--- config.mk ---
export PLATFORM = sky130hd
export DESIGN_NAME = adc_spi_reader
export DESIGN_NICKNAME = d
export VERILOG_FILES = /design/src/rtl/adc_spi_reader.sv
export SDC_FILE = /design/constraint.sdc
export NUM_CORES = 1
export LEC_CHECK = 0
export ABC_AREA = 1
export CAP_MARGIN = 20
export CORE_MARGIN = 2
export CORE_UTILIZATION = 60
export CTS_BUF_LIST = sky130_fd_sc_hd__clkbuf_16
export DETAILED_ROUTE_END_ITERATION = 10
export DONT_BUFFER_PORTS = 1
export GPL_TIMING_DRIVEN = 0
export PLACE_DENSITY = 0.76
export RECOVER_POWER = 100
export SKIP_LAST_GASP = 1
export SLEW_MARGIN = 20
export SYNTH_ARGS = -nofsm -noshare
export SYNTH_HDL_FRONTEND = slang
export SYNTH_SLANG_ARGS = --single-unit
--- constraint.sdc ---
create_clock -name CLK_50M -period 2 [get_ports CLK_50M]
set_input_delay 0.2 -clock CLK_50M [delete_from_list [all_inputs] [get_ports CLK_50M]]
set_output_delay 0.2 -clock CLK_50M [all_outputs]
set_load 0.1 [all_outputs]
--- src/rtl/adc_spi_reader.sv ---
// SPI receiver for the dual 14-bit ADC: strobes AD_CONV, clocks out a 34-bit
// frame on SPI_SCK and presents both signed channel samples with a done pulse.
module adc_spi_reader #(
    parameter int SCK_DIV = 4
) (
    input  logic        CLK_50M,
    input  logic        RESET_N,
    input  logic        start,
    input  logic        SPI_MISO,
    output logic        SPI_SCK,
    output logic        AD_CONV,
    output logic        busy,
    output logic        done,
    output logic [13:0] Va,
    output logic [13:0] Vb
);

    localparam int HALF = SCK_DIV / 2;
    localparam int PW   = $clog2(SCK_DIV);

    localparam logic [PW-1:0] PH_RISE  = PW'(HALF - 1);
    localparam logic [PW-1:0] PH_LAST  = PW'(SCK_DIV - 1);
    localparam logic [5:0]    BIT_LAST = 6'd33;

    typedef enum logic [1:0] {
        IDLE  = 2'd0,
        CONV  = 2'd1,
        SHIFT = 2'd2,
        DONE  = 2'd3
    } state_t;

    state_t        state_q;
    logic [PW-1:0] ph_q;
    logic [5:0]    bit_q;
    logic [27:0]   sh_q;
    logic          sck_q;
    logic          conv_q;
    logic          busy_q;
    logic          done_q;
    logic [13:0]   va_q;
    logic [13:0]   vb_q;
    logic          data_bit;

    // Only the 28 sample bits are kept; the six padding bits never enter the register.
    assign data_bit = ((bit_q >= 6'd2)  && (bit_q <= 6'd15)) ||
                      ((bit_q >= 6'd18) && (bit_q <= 6'd31));

    always_ff @(posedge CLK_50M or negedge RESET_N) begin
        if (!RESET_N) begin
            state_q <= IDLE;
            ph_q    <= '0;
            bit_q   <= '0;
            sh_q    <= '0;
            sck_q   <= 1'b0;
            conv_q  <= 1'b0;
            busy_q  <= 1'b0;
            done_q  <= 1'b0;
            va_q    <= '0;
            vb_q    <= '0;
        end else begin
            done_q <= 1'b0;
            case (state_q)
                IDLE: begin
                    if (start) begin
                        state_q <= CONV;
                        busy_q  <= 1'b1;
                        conv_q  <= 1'b1;
                        ph_q    <= '0;
                    end
                end
                CONV: begin
                    if (ph_q == PH_LAST) begin
                        state_q <= SHIFT;
                        conv_q  <= 1'b0;
                        ph_q    <= '0;
                        bit_q   <= '0;
                    end else begin
                        ph_q <= ph_q + PW'(1);
                    end
                end
                SHIFT: begin
                    if (ph_q == PH_RISE) begin
                        sck_q <= 1'b1;
                        if (data_bit) sh_q <= {sh_q[26:0], SPI_MISO};
                    end
                    if (ph_q == PH_LAST) begin
                        sck_q <= 1'b0;
                        ph_q  <= '0;
                        // Results and done are registered on the way into DONE so
                        // they are visible during the DONE cycle itself.
                        if (bit_q == BIT_LAST) begin
                            state_q <= DONE;
                            va_q    <= sh_q[27:14];
                            vb_q    <= sh_q[13:0];
                            done_q  <= 1'b1;
                            busy_q  <= 1'b0;
                        end else begin
                            bit_q <= bit_q + 6'd1;
                        end
                    end else begin
                        ph_q <= ph_q + PW'(1);
                    end
                end
                DONE: begin
                    state_q <= IDLE;
                end
                default: state_q <= IDLE;
            endcase
        end
    end

    assign SPI_SCK = sck_q;
    assign AD_CONV = conv_q;
    assign busy    = busy_q;
    assign done    = done_q;
    assign Va      = va_q;
    assign Vb      = vb_q;

endmodule

## Yosys cells after proc, flatten, opt, wreduce, memory -nomap -nowiden

Index checks and enable logic that the tools add are counted.
W data, S select, Z words.

- Word-level logic and storage cells: 68
- Input bits: 4
- Memories kept: 0
- Register bits after elaboration: 70
- Latch bits: 0
- ROM bits: 0
- Bits in writable memories: 0
- Output and inout port bits: 32

- Reduce and logical (&&, ||, !) cells: 18
- Eq/ne operators: 11
- Multiplexer cells: 23
- Bitwise gates (word level): 0
- Divide/modulo/power cells: 0
- $mul: 0
- Shift-type cells: 0
- Order comparisons: 4
- Add/sub/neg operators: 2

Operators with widths:

| kind | number |
|---|---|
| $mux W6 | 3 |
| $mux W2 | 6 |
| $pmux W6 S2 | 1 |
| $reduce_and A4 Y1 | 3 |
| $ne A2 B2 Y1 const B | 5 |
| $reduce_bool A2 Y1 | 5 |
| $mux W1 | 9 |
| $reduce_and A3 Y1 | 3 |
| $pmux W2 S4 | 1 |
| $add A6 B1 Y6 const B | 1 |
| $eq A2 B2 Y1 const B | 3 |
| $eq A6 B6 Y1 const B | 1 |
| $ge A6 B2 Y1 const B | 1 |
| $ge A6 B5 Y1 const B | 1 |
| $le A6 B4 Y1 const B | 1 |
| $le A6 B5 Y1 const B | 1 |
| $eq A2 B1 Y1 const B | 2 |
| $pmux W1 S2 | 2 |
| $pmux W2 S2 | 1 |
| $reduce_and A2 Y1 | 2 |
| $add A2 B1 Y2 const B | 1 |
| $logic_and A1 B1 Y1 | 2 |
| $logic_not A2 Y1 | 1 |
| $reduce_or A2 Y1 | 1 |
| $logic_or A1 B1 Y1 | 1 |

## Depth between registers and ports, before layout

- Word-level depth: 4
- Gate-level depth with buffers: 10
- Mapped depth without buffers: 10

## Worst setup path before layout

Ideal clock, no wire load.

- Path kind: register to register
- Start: reg state_q[0]
- End: reg sh_q[10]
- Arrival: 1403 ps
- Data required time: 1884 ps
- Slack: 480 ps
- Cell stages (with the launch flop): 9
- Library setup time: 116 ps
- Clock period less this slack: 1520 ps
- Cell sequence: dfrtp_1 inv_1 ha_1 nand2_1 nor3_2 nand2_2 buf_6 nand2_1 nand2_1

- Cells in the longest elaborated chain, start to end: 2

Ends and longest elaborated chain:

| element | line | RTL |
|---|---|---|
| start, declared | 32 | `state_t state_q;` |
| start signal, assigned | 50 | `state_q <= IDLE;` |
| start signal, assigned | 65 | `state_q <= CONV;` |
| start signal, assigned | 73 | `state_q <= SHIFT;` |
| $eq A2 B2 Y1 | 62 | `case (state_q)` |
| $reduce_and A3 Y1 (no source line) | n/a |  |
| end signal, assigned | 84 | `if (data_bit) sh_q <= {sh_q[26:0], SPI_MISO};` |
| end, declared | 35 | `logic [27:0] sh_q;` |

No other way between the ends.
A chain may end at the register's enable or synchronous reset.

## Worst setup path after layout

- Start: reg state_q[0]
- End: reg sh_q[7]

Same word-level chain as after synthesis.

==> summary.txt <==
Worst r2r src - state_q[0]
Clk root buf - clkbuf_16
Largest cells by area after synthesis - dfrtp_1 57%, nand2_1 22%, nand3_1 6.2%, ha_1 3.7%, buf_6 2.6%
P&R area growth vs syn - 13.4%
Rel. slew slack - 0.383
Clk sinks - 70
Drt total wl - 6040 um
Via count - 2315
Met3 routed wirelength - 261 um
Mean Syn Cell Area - 8.61 um2
Routed wire per std cell - 13.5 um
Nets@finish - 384
Yosys reg bits - 70
Top cell type's share of synthesized area - 0.568
Worst VDD drop - 0.00129 V
Max-slew violations - 0
Crit. path cell count - 8
TNS Setup - 0 ns
Antenna Nets Post-Route - 0
Total power - 4.23 mW
CP Data Required Time - 2.21 ns
H-Tree Depth - 3
Layout Skew - 0.00366 ns
CP max-delay cell - dfrtp_1
Post-synth top area cell - dfrtp_1
F_max - 557 MHz
Syn nets - 371
Crit path from - state_q[0]
Initial Util - 0.611
Reg-to-reg slack, setup - 0.21 ns
CP Launch Type - flip-flop
Leakage - 1.95 nW
Top-Level Pins - 36
Global-route wire length before repair - 9890 um
Max incr delay on CP - 0.40 ns
Vias in the first global route - 2203
Clock slew at reported path FFs - 0.06 ns
Share of cells above drive strength 1 - 0.0931
Number of synthesis warnings - 0
Met2 routed wirelength - 2970 um
Max FO, Critical Path - 10
Arrival @ worst endpoint - 2.01 ns
Maximum buffer depth of the clock tree - 2
# port buffers - 0
Crit-path cells - inv_1, ha_2, nand2_1, nor3_2, nand2_2, clkbuf_2, nand2_1, nand2_1
Worst min path class - input pin to flip-flop
Final worst-path cycle share - 0.897
Finished Cell Area - 3500 um2
Die X - 75.7 um
DRC violations left - 0
Most common cell after layout, fill and taps aside - nand2_1
Area after DPL - 3170 um2
CTS tree - yes
Skew-Pair Late Insertion Delay - 0.32 ns
Worst slew pin tran - 0.925 ns
Outcome - finished, final reports clean
RD Place Congestion - 0.824
GRT Util Overall - 0.232
Site Rows - 26
DIE HEIGHT - 75.7 um
Cell mode on critical path - nand2_1
Largest net degree at the start of global routing - 71
Avg Vias per Cell - 5.19
Detailed placer's ending HPWL - 3700 um
Critical Path Sink - sh_q[7]
Metal-1 WL - 2710 um
Worst path top cell family by delay - simple AND/OR/NAND/NOR gates
End of the worst register-to-register path - sh_q[7]
Max_cap viols - 0
Final Hold Viols - 0
First-pass iteration count of the detailed router - 4
Die area - 5730 um2
Initial antenna violation count - 0
Crit end category - flip-flop
Register-to-Register Path Depth - 8
RSZ-0062 raised after global routing - no
Num CTS Buffers - 9
Overflow after GRT - 0
Top Layer Used - met4
Fin crit period - 1.79 ns
Syn Std Cell Area - 3080 um2
CP bufs+invs - 2
Seq/Total Area, Yosys - 0.568
Final setup violation count - 0
Mapped Cells - 358
WS Path Type - flip-flop to flip-flop
Most frequent cells in the layout - 181 x nand2_1, 70 x dfrtp_1, 38 x nand3_1, 18 x inv_1, 9 x clkbuf_16
Number of diodes - 0
Count of cell types in the netlist - 20
Number of DRC markers in iteration 0 - 206
Core Area - 5040 um2
Pwr Density - 1210 nW/um2
state kept, by name, indices dropped and copies added (netlist names):
name / count
AD_CONV: 1
SPI_SCK: 1
Va: 14
Vb: 14
bit_q: 6
busy: 1
done: 1
ph_q: 2
sh_q: 28
state_q: 2
kinds of logic (layout without fill, tap and decap cells):
logic type / count (synthesis) / count (layout) / share of synthesized area
simple gates: 234 / 234 / 0.309
flops: 70 / 70 / 0.568
buf+inv: 33 / 51 / 0.0621
compound gates: 11 / 11 / 0.0211
fa+ha+maj: 9 / 9 / 0.0365
xor+xnor: 1 / 1 / 0.00284
worst min-delay path by stage:
stage          depth (start not counted)  endpoint      from  slack [ns]
6_report                               2   sh_q[0]  SPI_MISO        0.02
3_5_place_dp                           0     Vb[2]   RESET_N       -0.09
3_3_place_gp                           0     Vb[1]   RESET_N       -0.09
2_1_floorplan                          0   AD_CONV   RESET_N        -0.1
4_1_cts                                2   sh_q[0]  SPI_MISO        0.02
5_1_grt                                2   sh_q[0]  SPI_MISO        0.05
stage by stage:
step,hold slack [ns],util,cells,setup slack (ns)
after floorplan,-0.0956,-,358,0.480
after global placement,-0.0941,0.629,428,0.260
after detailed placement,-0.0943,0.629,428,0.228
after CTS,0.0156,0.699,446,0.167
after global routing,0.0544,0.693,446,0.0360
final,0.0186,0.693,446,0.206
power breakdown:
| part | leakage, nW | switching, mW | internal, mW |
|---|---|---|---|
| clock | 0.150 | 0.588 | 1.08 |
| combinational | 0.839 | 0.493 | 0.242 |
| sequential | 0.959 | 0.318 | 1.51 |
| total | 1.95 | 1.40 | 2.83 |
synth_stat cells:
master,count
nor2_1,8
buf_6,7
buf_2,6
xnor2_1,1
ha_1,9
a21oi_1,2
o21bai_1,2
nor2_2,1
nand3_2,1
dfrtp_1,70
inv_1,18
o31ai_1,1
buf_4,2
a22oi_1,1
nor3_2,1
nand2_1,180
nand2_2,2
nand3_1,38
nand4_1,3
o21ai_0,5
routing by layer:
layer | global-route usage | up-vias
met2 | 0.364 | 60
met3 | 0.0503 | 9
met1 | 0.298 | 1098
met4 | 0.129 | 0
li1 | - | 1148
met5 | 0 | -
cell type report:
class	count	area (um2)
plain buffers	15	118
clock buffers	9	225
clock inverters	7	88.8
fillers	378	1550
inverters	18	67.6
multi-input cells	255	1140
flip-flops and latches	70	1750
well taps	70	87.6
repair buffers	2	17.5
timing repair:
| item | CTS | global route |
|---|---|---|
| setup buffers | 0 | 0 |
| hold endpoints to repair | 70 | 0 |
| setup endpoints to repair | 0 | 8 |
| hold buffers | 2 | 0 |
| resized for setup | 0 | 1 |
Power figures use the tool's default switching activity.
